===== src/rtl/dfg_func_unit.sv =====
// rtl/dfg_func_unit.sv - registered DFG functional unit: exact add, lower-part-OR add, or pipelined multiply
module dfg_func_unit #(
  parameter int WIDTH       = 16,
  parameter int OP          = 0,
  parameter int APPROX_BITS = 4,
  parameter int MUL_LAT     = 2
) (
  input  logic             clk,
  input  logic             rst_n,
  output logic [WIDTH-1:0] out,
  input  logic [WIDTH-1:0] in_0,
  input  logic [WIDTH-1:0] in_1,
  input  logic             in_valid,
  output logic             out_valid
);

  // Final-stage input: whichever operator is selected presents its result here,
  // together with the valid bit that travelled alongside it.
  logic [WIDTH-1:0] w_fin_data;
  logic             w_fin_valid;

  logic [WIDTH-1:0] r_out;
  logic             r_out_valid;

  // Reject parameter combinations the datapath cannot honour.
  if (WIDTH < 2) begin : g_bad_width
    $error("dfg_func_unit: WIDTH must be >= 2");
  end
  if (OP < 0 || OP > 2) begin : g_bad_op
    $error("dfg_func_unit: OP must be 0, 1 or 2");
  end
  if (APPROX_BITS < 0 || APPROX_BITS >= WIDTH) begin : g_bad_approx
    $error("dfg_func_unit: APPROX_BITS must be in 0..WIDTH-1");
  end
  if (MUL_LAT < 1) begin : g_bad_lat
    $error("dfg_func_unit: MUL_LAT must be >= 1");
  end

  if (OP == 0) begin : g_add0
    // Exact adder; carry-out falls off the top.
    assign w_fin_data  = in_0 + in_1;
    assign w_fin_valid = in_valid;
  end else if (OP == 1) begin : g_add1
    if (APPROX_BITS == 0) begin : g_exact
      // No approximated bits: degenerates to the exact adder.
      assign w_fin_data  = in_0 + in_1;
      assign w_fin_valid = in_valid;
    end else begin : g_lor
      localparam int K  = APPROX_BITS;
      localparam int HW = WIDTH - APPROX_BITS;
      logic [K-1:0]  w_low;
      logic          w_carry;
      logic [HW-1:0] w_high;

      // Lower part is a plain OR; the top approximated bit pair predicts the carry
      // into the exact upper adder.
      always_comb begin
        w_low   = in_0[K-1:0] | in_1[K-1:0];
        w_carry = in_0[K-1] & in_1[K-1];
        w_high  = in_0[WIDTH-1:K] + in_1[WIDTH-1:K] + HW'(w_carry);
      end

      assign w_fin_data  = {w_high, w_low};
      assign w_fin_valid = in_valid;
    end
  end else begin : g_mul
    // The low WIDTH bits of the full product depend only on the low WIDTH bits of
    // the operands, so a WIDTH-wide multiply is bit-exact after truncation.
    logic [WIDTH-1:0] w_prod;
    assign w_prod = in_0 * in_1;

    if (MUL_LAT == 1) begin : g_lat1
      assign w_fin_data  = w_prod;
      assign w_fin_valid = in_valid;
    end else begin : g_latn
      localparam int NSTG = MUL_LAT - 1;
      logic [WIDTH-1:0] r_stg_data [0:NSTG-1];
      logic [NSTG-1:0]  r_stg_valid;

      // Delay line ahead of the output register; data only moves alongside a set
      // valid bit, and reset flushes every in-flight result.
      always_ff @(posedge clk) begin
        if (!rst_n) begin
          for (int i = 0; i < NSTG; i++) begin
            r_stg_data[i] <= '0;
          end
          r_stg_valid <= '0;
        end else begin
          r_stg_valid[0] <= in_valid;
          if (in_valid) begin
            r_stg_data[0] <= w_prod;
          end
          for (int i = 1; i < NSTG; i++) begin
            r_stg_valid[i] <= r_stg_valid[i-1];
            if (r_stg_valid[i-1]) begin
              r_stg_data[i] <= r_stg_data[i-1];
            end
          end
        end
      end

      assign w_fin_data  = r_stg_data[NSTG-1];
      assign w_fin_valid = r_stg_valid[NSTG-1];
    end
  end

  // Output register: loads only when a result completes, otherwise holds.
  always_ff @(posedge clk) begin
    if (!rst_n) begin
      r_out       <= '0;
      r_out_valid <= 1'b0;
    end else begin
      r_out_valid <= w_fin_valid;
      if (w_fin_valid) begin
        r_out <= w_fin_data;
      end
    end
  end

  assign out       = r_out;
  assign out_valid = r_out_valid;

endmodule


===== config.mk =====
export PLATFORM = sky130hd
export DESIGN_NAME = dfg_func_unit
export DESIGN_NICKNAME = d
export VERILOG_FILES = /design/src/rtl/dfg_func_unit.sv
export SDC_FILE = /design/constraint.sdc
export NUM_CORES = 1
export LEC_CHECK = 0
export BUFFER_PORTS_ARGS = -buffer_cell sky130_fd_sc_hd__clkbuf_2
export CAP_MARGIN = 15
export CORE_ASPECT_RATIO = 1.5
export CORE_UTILIZATION = 35
export DETAILED_ROUTE_END_ITERATION = 8
export PLACE_DENSITY_LB_ADDON = 0.2
export SLEW_MARGIN = 5
export SYNTH_ARGS = -nofsm -noshare
export SYNTH_HDL_FRONTEND = slang
export SYNTH_SLANG_ARGS = --single-unit
export TNS_END_PERCENT = 5

===== constraint.sdc =====
create_clock -name clk -period 3.31 [get_ports clk]
set_input_delay 0.331 -clock clk [delete_from_list [all_inputs] [get_ports clk]]
set_output_delay 0.331 -clock clk [all_outputs]
set_load 0.05 [all_outputs]

## Yosys cells after proc, flatten, opt, wreduce, memory -nomap -nowiden

Index checks and enable logic that the tools add are counted.

| cells by class | value |
|---|---|
| add/subtract/negate cells | 1 |

Operators with widths:

| cell | count |
|---|---|
| $add A16 B16 Y16 | 1 |

| word-level totals | value |
|---|---|
| register bits after elaboration | 17 |
| input bits | 35 |
| output and inout bits | 17 |
| word-level logic and storage cells | 3 |

## Depth between registers and ports, before layout

Gate-level depths: netlist of the first run.

| depth | value |
|---|---|
| word-level depth | 1 |
| gate-level depth with buffers | 8 |
| gate-level depth less buffers | 8 |

## Worst setup path before layout of the first run

OpenSTA, ideal clock, no wires.

| timing path | value |
|---|---|
| kind | input-to-reg |
| start | in in_0[0] |
| end | reg r_out[8], in the netlist out[8] |
| cell stages on the path | 8 |
| data required time | 3.186 ns |
| path buffers | 0 |
| data arrival time | 1.833 ns |
| setup time | 0.124 ns |
| slack | 1.354 ns |
| path through | ha_1 -> fa_1 -> a21oi_1 -> o21ai_0 -> a21oi_1 -> o21ai_0 -> xnor2_1 -> o21ai_0 |

| on the way | value |
|---|---|
| longest elaborated chain between the ends | 1 |

Ends and longest elaborated chain:

| element | line | RTL |
|---|---|---|
| start: declaration | 11 | `input logic [WIDTH-1:0] in_0,` |
| $add A16 B16 Y16 | 41 | `assign w_fin_data = in_0 + in_1;` |
| end signal: assignment | 115 | `r_out <= w_fin_data;` |
| end: declaration | 22 | `logic [WIDTH-1:0] r_out;` |

No other way between the ends.
A chain may end at the register's enable or synchronous reset.

## Worst setup path after layout of the first run

Same ends and word-level chain as after synthesis.

==> impl_table.tex, run 1 <==
\begin{tabular}{lr}
\hline
Metric & Value \\
\hline
\multicolumn{2}{l}{\textbf{Place}} \\
Placed cell area & 1580 um\^{}2 \\
Number of placed cells counting well taps & roughly 240 \\
Detail Placement HPWL & 2.58 mm \\
Final weighted congestion of routability-driven global placement & 0.895 \\
Port Buffer Count & 51 \\
\multicolumn{2}{l}{\textbf{Cells and area}} \\
Antenna Cells & 0 \\
Filler cell count in the final layout & 382 \\
Register cell area after layout & 340 um\^{}2 \\
Final Instance Count excl. Fillers & 247 \\
Number of nets in the layout & 256 \\
Area delta synth->final & 22.6\% \\
Fraction of final layout cells with drive strength greater than 1 & 0.284 \\
Area taken by multi-input logic gates & 917 um\^{}2 \\
Final Cell Area & approximately 1600 um\^{}2 \\
\multicolumn{2}{l}{\textbf{Clocking}} \\
Clock-pin slew on the worst setup and hold paths & 0.06 ns \\
Total number of H-tree levels & 1 \\
Clock tree from TritonCTS & built \\
Clock insertion delay at the later pin of the skew report & between 0.2 and 0.25 ns \\
Sink Count & 17 \\
CTS buffer count & 3 \\
Postcts setup bufs & 0 \\
Number of gates given a new drive strength after cts & 0 \\
Number of buffers between clock root and the deepest sink & 2 \\
Clock tree root driver cell & sky130\_fd\_sc\_hd\_\_clkbuf\_8 \\
Post-cts hold buffer count & 0 \\
\multicolumn{2}{l}{\textbf{Logic synthesis}} \\
Sequential-to-total area share from yosys stat & 0.257 \\
Most common cell in the netlist & sky130\_fd\_sc\_hd\_\_nand2\_1 \\
Count of different cell masters after synthesis & 41 \\
Yosys warns & 0 \\
Async set-reset flop share out of synthesis & 0 \\
Synthesized area & 1330 um\^{}2 \\
Most area-hungry cell type in the Yosys netlist & sky130\_fd\_sc\_hd\_\_dfxtp\_1 \\
Post-synth EDFFs & 0 \\
Share of the synthesized area in the top cell type & 0.257 \\
Gate count after technology mapping & 155 \\
Synthesized netlist net count & 206 \\
Total of flip-flops plus latches after synthesis & 17 \\
Ranking of synthesized cells by instance count & sky130\_fd\_sc\_hd\_\_nand2\_1 (18), sky130\_fd\_sc\_hd\_\_dfxtp\_1 (17), sky130\_fd\_sc\_hd\_\_ha\_1 (15) \\
Ys flop type & sky130\_fd\_sc\_hd\_\_dfxtp\_1 \\
Avg Synthesized Cell Area & 8.56 um\^{}2 \\
Biggest area contributors in the synthesized netlist & sky130\_fd\_sc\_hd\_\_dfxtp\_1 (26\%), sky130\_fd\_sc\_hd\_\_ha\_1 (14\%), sky130\_fd\_sc\_hd\_\_xnor2\_1 (7.3\%), sky130\_fd\_sc\_hd\_\_mux2i\_1 (5.3\%), sky130\_fd\_sc\_hd\_\_o21ai\_0 (5.3\%) \\
\multicolumn{2}{l}{\textbf{Outcome}} \\
Outcome & completed \\
\multicolumn{2}{l}{\textbf{Routing}} \\
Wirelength, routed & 3.07 mm \\
Average wire per standard cell & roughly 12 um \\
Number of design-rule violations left by the first detailed-router iteration & 7 \\
Number of detailed-route iterations in the first pass & 4 \\
Total number of vias & 1307 \\
Post-route DRC violation count & 0 \\
Drt via density & roughly 5.3 \\
Number of nets with antenna violations after detailed routing & 0 \\
\multicolumn{2}{l}{\textbf{Die}} \\
Die extent in y & 77.4 um \\
Number of placement rows & 27 \\
IO Count & 52 \\
Die extent in x & 52.3 um \\
Core outline area & roughly 3600 um\^{}2 \\
Die Footprint & 4040 um\^{}2 \\
Initial cell density of the core & 0.364 \\
\multicolumn{2}{l}{\textbf{Global routing}} \\
Remaining global-route overflow & 0 \\
Maximum number of pins on one net before global-route repair & 19 \\
First-pass GRT wire length & about 5 mm \\
Vias in the first global route & 1133 \\
Initial antenna violation count & 0 \\
Overall Global Routing Usage & 0.158 \\
\multicolumn{2}{l}{\textbf{Timing}} \\
Relative max-transition margin & 0.663 \\
Worst Max-Slew Pin Slew & 0.498 ns \\
Final period utilization & 0.612 \\
RSZ-0062 raised after global routing & false \\
Min Hold Slack & 0.452 ns \\
Final hold violation count & 0 \\
Setup TNS & 0 ns \\
Max Transition Viols Final & 0 \\
Achievable clock frequency & 494 MHz \\
Final-report setup violation count & 0 \\
Worst clock skew & 0 ns \\
Final critical-path required period & 2.03 ns \\
\multicolumn{2}{l}{\textbf{Min path}} \\
Hold\_sp & out[11]\$\_SDFFE\_PN0P\_ \\
Kind of path behind the tightest hold check & flip-flop to flip-flop \\
Hold Path Depth & 2 \\
\multicolumn{2}{l}{\textbf{Critical path}} \\
Critical Path Start & in\_0[0] \\
Beginning of the worst register-to-register path & out[13]\$\_SDFFE\_PN0P\_ \\
Worst-case reg-to-reg path depth & 2 \\
Critical Path Start Type & primary input \\
Critical Path Fanout Max & 4 \\
Critical path endpoint category & flip-flop \\
Worst path arrival time & 2.20 ns \\
Start-to-end type of the worst setup path & primary input to flip-flop \\
Endpoint required time on the critical path & around 3.5 ns \\
\multicolumn{2}{l}{\textbf{Job}} \\
Maximum capacitance violations & 0 \\
\multicolumn{2}{l}{\textbf{Power}} \\
PwrDens & 419 nW/um\^{}2 \\
Leakage power total & 0.777 nW \\
Total power after layout & between 600 and 700 uW \\
VDD IR max & 0.000274 V \\
\hline
\end{tabular}
[critical path: stages]
cell and delay, ns:
sky130_fd_sc_hd__clkbuf_2 0.08, sky130_fd_sc_hd__ha_1 0.21, sky130_fd_sc_hd__fa_1 0.40, sky130_fd_sc_hd__a21oi_1 0.21
sky130_fd_sc_hd__o21ai_0 0.14, sky130_fd_sc_hd__a21oi_1 0.37, sky130_fd_sc_hd__o21ai_0 0.19, sky130_fd_sc_hd__xnor2_1 0.15
sky130_fd_sc_hd__o21ai_0 0.13
[area by class of cell]
cell class	instances	area share
Sequential cell	17	0.209
Clock buffer	4	0.0277
Tap cell	43	0.0331
Inverter	4	0.00923
Multi-Input combinational cell	128	0.564
Timing Repair Buffer	51	0.157
[worst paths after layout]
check | end | slack (ns)
hold reg to reg | out[11]$_SDFFE_PN0P_ | 0.45
hold / removal | out[11]$_SDFFE_PN0P_ | 0.45
setup / recovery | out[8]$_SDFFE_PN0P_ | 1.28
setup reg to reg | out[13]$_SDFFE_PN0P_ | 2.61
[where the power goes]
group          internal (mW)  switching [mW]  total [mW]  leakage (nW)
sequential             0.227          0.0108       0.238         0.141
combinational          0.104           0.190       0.294         0.614
clock                 0.0851          0.0647       0.150        0.0228
total                  0.416           0.266       0.682         0.777
[kinds of logic (layout without fill, tap and decap cells)]
logic type,Yosys count,after routing,synth area share
flip-flops,17,17,0.257
buffers and inverters,10,59,0.0519
multiplexers,7,7,0.0528
adder cells (fa/ha/maj),16,16,0.157
AND/OR/NAND/NOR,44,44,0.167
XOR/XNOR,13,13,0.0858
AO/OA/AOI/OAI,48,48,0.229
[routing by layer]
metal	routed length [um]	part of all wire	vias up	global-route usage
met5	0	0	-	0
met4	38	0.012	0	0.0526
met3	160	0.052	4	0.0137
met2	1560	0.51	48	0.278
met1	1310	0.43	589	0.194
li1	-	-	666	-
[flip-flops by register name, summed over array words and instances (netlist names)]
name,flops
out_valid,1
out,16
[through the flow]
stage                     utilization  setup WS (ns)
final                           0.446           1.28
after global routing            0.446           1.08
after CTS                       0.446           1.26
after detailed placement        0.433           1.01
after global placement          0.433           1.04
after floorplan                     -           1.35
[placed cells by master, fill, tap and decap left out, types with 2 or more instances in the layout]
| cell | n |
|---|---|
| sky130_fd_sc_hd__o21bai_1 | 3 |
| sky130_fd_sc_hd__clkbuf_8 | 3 |
| sky130_fd_sc_hd__inv_1 | 4 |
| sky130_fd_sc_hd__clkbuf_2 | 51 |
| sky130_fd_sc_hd__nor3_1 | 2 |
| sky130_fd_sc_hd__nor2b_1 | 7 |
| sky130_fd_sc_hd__nor2_1 | 4 |
| sky130_fd_sc_hd__xnor2_1 | 11 |
| sky130_fd_sc_hd__a21o_1 | 3 |
| sky130_fd_sc_hd__o21a_1 | 2 |
| sky130_fd_sc_hd__nand4_1 | 3 |
| sky130_fd_sc_hd__o21ai_0 | 14 |
| sky130_fd_sc_hd__ha_1 | 15 |
| sky130_fd_sc_hd__a21oi_1 | 11 |
| sky130_fd_sc_hd__mux2i_1 | 7 |
| sky130_fd_sc_hd__dfxtp_1 | 17 |
| sky130_fd_sc_hd__nand3_1 | 3 |
| sky130_fd_sc_hd__a31oi_1 | 4 |
| sky130_fd_sc_hd__nand2_1 | 18 |
| sky130_fd_sc_hd__xor2_1 | 2 |
(Power assumes the default switching activity.)
==> run 2, diff against run 1 <==
Clock period 3.31 ns to 1.9 ns, I/O delays scaled along.
==> impl_table.tex, run 2 (synthesis results as in run 1) <==
\begin{tabular}{lr}
\hline
Metric & Value \\
\hline
\multicolumn{2}{l}{\textbf{Outcome}} \\
Outcome & completed (unchanged) \\
\multicolumn{2}{l}{\textbf{Routing}} \\
DRT met1 WL & 1.37 mm (was 1.31 mm) \\
Number of detailed-route iterations in the first pass & 4 (unchanged) \\
Number of nets with antenna violations after detailed routing & 0 (unchanged) \\
Drt via density & 5.09 (was 5.29) \\
Detailed route wirelength on metal3 & 120 um (was 160 um) \\
Number of design-rule violations left by the first detailed-router iteration & 14 (was 7) \\
Average wire per standard cell & 12.0 um (was 12.4 um) \\
Highest metal used & met4 (unchanged) \\
Total number of vias & 1328 (was 1307) \\
Post-route DRC violation count & 0 (unchanged) \\
Detailed route wirelength on metal2 & 1.60 mm (was 1.56 mm) \\
Wirelength, routed & 3.13 mm (was 3.07 mm) \\
\multicolumn{2}{l}{\textbf{Clocking}} \\
Number of gates given a new drive strength after cts & 0 (unchanged) \\
Clock insertion delay at the later pin of the skew report & 0.24 ns (about the same) \\
Postcts setup bufs & 0 (unchanged) \\
Clock tree root driver cell & sky130\_fd\_sc\_hd\_\_clkbuf\_8 (unchanged) \\
Clock tree from TritonCTS & built (unchanged) \\
CTS buffer count & 3 (unchanged) \\
Number of buffers between clock root and the deepest sink & 2 (unchanged) \\
Post-cts hold buffer count & 0 (unchanged) \\
Clock-pin slew on the worst setup and hold paths & 0.06 ns (about the same) \\
Sink Count & 17 (unchanged) \\
Total number of H-tree levels & 1 (unchanged) \\
\multicolumn{2}{l}{\textbf{Cells and area}} \\
Most common cell after layout, fill and taps aside & sky130\_fd\_sc\_hd\_\_clkbuf\_2 (unchanged) \\
Number of nets in the layout & 270 (was 256) \\
Fraction of final layout cells with drive strength greater than 1 & 0.335 (was 0.284) \\
Layout Utilization & 0.476 (was 0.446) \\
Area delta synth->final & 30.8\% (was 22.6\%) \\
Number of flip-flops under the largest register name & 16 (unchanged) \\
Top library cells by usage in the layout, fill and taps aside & sky130\_fd\_sc\_hd\_\_clkbuf\_2 (51), sky130\_fd\_sc\_hd\_\_nand2\_1 (18), sky130\_fd\_sc\_hd\_\_dfxtp\_1 (17) (unchanged) \\
Antenna Cells & 0 (unchanged) \\
\multicolumn{2}{l}{\textbf{Die}} \\
Die Footprint & 4040 um\^{}2 (unchanged) \\
Core outline area & 3650 um\^{}2 (unchanged) \\
Die extent in x & 52.3 um (unchanged) \\
Initial cell density of the core & 0.364 (unchanged) \\
Die extent in y & 77.4 um (unchanged) \\
IO Count & 52 (unchanged) \\
Number of placement rows & 27 (unchanged) \\
\multicolumn{2}{l}{\textbf{Place}} \\
Final weighted congestion of routability-driven global placement & 0.901 (was 0.895) \\
Detail Placement HPWL & 2.68 mm (was 2.58 mm) \\
Port Buffer Count & 51 (unchanged) \\
\multicolumn{2}{l}{\textbf{Global routing}} \\
Remaining global-route overflow & 0 (unchanged) \\
Maximum number of pins on one net before global-route repair & 19 (unchanged) \\
Overall Global Routing Usage & 0.168 (was 0.158) \\
Initial antenna violation count & 0 (unchanged) \\
First-pass GRT wire length & 5.31 mm (was 4.94 mm) \\
Vias in the first global route & 1299 (was 1133) \\
\multicolumn{2}{l}{\textbf{Power}} \\
Total power after layout & 1.23 mW (was 682 uW) \\
Leakage power total & 0.844 nW (was 0.777 nW) \\
NetSw & 471 uW (was 266 uW) \\
Share of total power in the clock network & 0.211 (was 0.220) \\
PwrDens & 710 nW/um\^{}2 (was 419 nW/um\^{}2) \\
Relative contribution of sequential cells to total power & 0.337 (was 0.349) \\
Power Internal & 761 uW (was 416 uW) \\
VDD IR max & 0.000404 V (was 0.000274 V) \\
Net switching fraction of the power & 0.382 (was 0.390) \\
Fraction of power consumed by combinational cells & 0.452 (was 0.432) \\
\multicolumn{2}{l}{\textbf{Critical path}} \\
Critical Path Most Common Cell & sky130\_fd\_sc\_hd\_\_o21ai\_0 (unchanged) \\
Endpoint required time on the critical path & 2.03 ns (was 3.48 ns) \\
Reg2reg end & out[13]\$\_SDFFE\_PN0P\_ (unchanged) \\
Critical path endpoint category & flip-flop (unchanged) \\
Critical Path Fanout Max & 4 (unchanged) \\
Critical Path Start Type & primary input (unchanged) \\
Worst-case register-to-register setup slack & 1.19 ns (was 2.61 ns) \\
Worst-case reg-to-reg path depth & 2 (unchanged) \\
Beginning of the worst register-to-register path & out[13]\$\_SDFFE\_PN0P\_ (unchanged) \\
Worst-path cell chain & clkbuf\_2 > ha\_1 > fa\_1 > a21oi\_2 > o21ai\_0 > a21oi\_1 > buf\_4 > o21ai\_0 > xnor2\_1 > o21ai\_0 (was clkbuf\_2 > ha\_1 > fa\_1 > a21oi\_1 > o21ai\_0 > a21oi\_1 > o21ai\_0 > xnor2\_1 > o21ai\_0) \\
Worst setup path end & out[8]\$\_SDFFE\_PN0P\_ (unchanged) \\
Worst path arrival time & 1.87 ns (was 2.20 ns) \\
Critical Path Start & in\_0[0] (unchanged) \\
Biggest cell delay along the critical path & 0.42 ns (was 0.40 ns) \\
Crit-path slowest cell & sky130\_fd\_sc\_hd\_\_fa\_1 (unchanged) \\
Start-to-end type of the worst setup path & primary input to flip-flop (unchanged) \\
\multicolumn{2}{l}{\textbf{Timing}} \\
Max Transition Viols Final & 0 (unchanged) \\
Final period utilization & 0.913 \\
Relative max-transition margin & 0.704 (was 0.663) \\
Achievable clock frequency & slightly below 600 MHz \\
Worst clock skew & 0 ns (unchanged) \\
Worst Max-Slew Pin Slew & 0.439 ns (was 0.498 ns) \\
Final-report setup violation count & 0 (unchanged) \\
Final hold violation count & 0 (unchanged) \\
Final critical-path required period & approximately 1.7 ns \\
RSZ-0062 raised after global routing & false (unchanged) \\
\multicolumn{2}{l}{\textbf{Min path}} \\
Hold\_sp & in\_1[0] (was out[11]\$\_SDFFE\_PN0P\_) \\
Kind of path behind the tightest hold check & primary input to flip-flop (was flip-flop to flip-flop) \\
\multicolumn{2}{l}{\textbf{Job}} \\
Maximum capacitance violations & 0 (unchanged) \\
\hline
\end{tabular}
[run 2: per-layer routing]
layer  GRT usage  up-vias
met1       0.187      598
met3      0.0137        5
met2       0.322       37
met4      0.0474        0
li1            -      688
met5           0        -
[run 2: worst min-delay path by stage]
| stage | depth (start not counted) | to | slack, ns |
|---|---|---|---|
| floorplan | 3 | out[0]$_SDFFE_PN0P_ | 0.46 |
| global placement | 2 | out[9]$_SDFFE_PN0P_ | 0.44 |
| detailed placement | 2 | out[8]$_SDFFE_PN0P_ | 0.45 |
| CTS | 4 | out[0]$_SDFFE_PN0P_ | 0.33 |
| global route | 4 | out[0]$_SDFFE_PN0P_ | 0.37 |
| finish | 4 | out[0]$_SDFFE_PN0P_ | 0.33 |
[run 2: power by group through the flow]
stage | registers [mW] | clock network (mW) | logic [mW]
after floorplan | 0.553 | 0 | 0.265
after global placement | 0.422 | 0 | 0.557
after detailed placement | 0.423 | 0 | 0.561
after CTS | 0.415 | 0.266 | 0.562
after global routing | 0.419 | 0.281 | 0.609
final | 0.415 | 0.260 | 0.556
[run 2: final cells by class]
type / count / area, um^2
Clock buffer: 4 / 45.0
Inverter: 4 / 15.0
Fill cell: 397 / 1910
Tap cell: 43 / 53.8
Sequential cell: 17 / 340
Timing Repair Buffer: 65 / 360
Multi-Input combinational cell: 128 / 921
[run 2: per-stage QoR]
stage	instance area [um^2]	setup TNS [ns]	hold slack (ns)	cells	setup WS [ns]
final	1740	0	0.327	261	0.166
after global routing	1740	0	0.368	261	0.0394
after CTS	1730	0	0.329	261	0.112
after detailed placement	1690	-0.490	0.447	257	-0.148
after global placement	1690	-0.317	0.439	257	-0.108
after floorplan	1330	0	0.463	155	0.0847
[run 2: critical path, delay by kind of cell]
kind                     cells  cell delay [ns]
XOR/XNOR                     1             0.14
AO/OA/AOI/OAI                5             0.68
buffers and inverters        2             0.23
adder cells (fa/ha/maj)      2             0.63
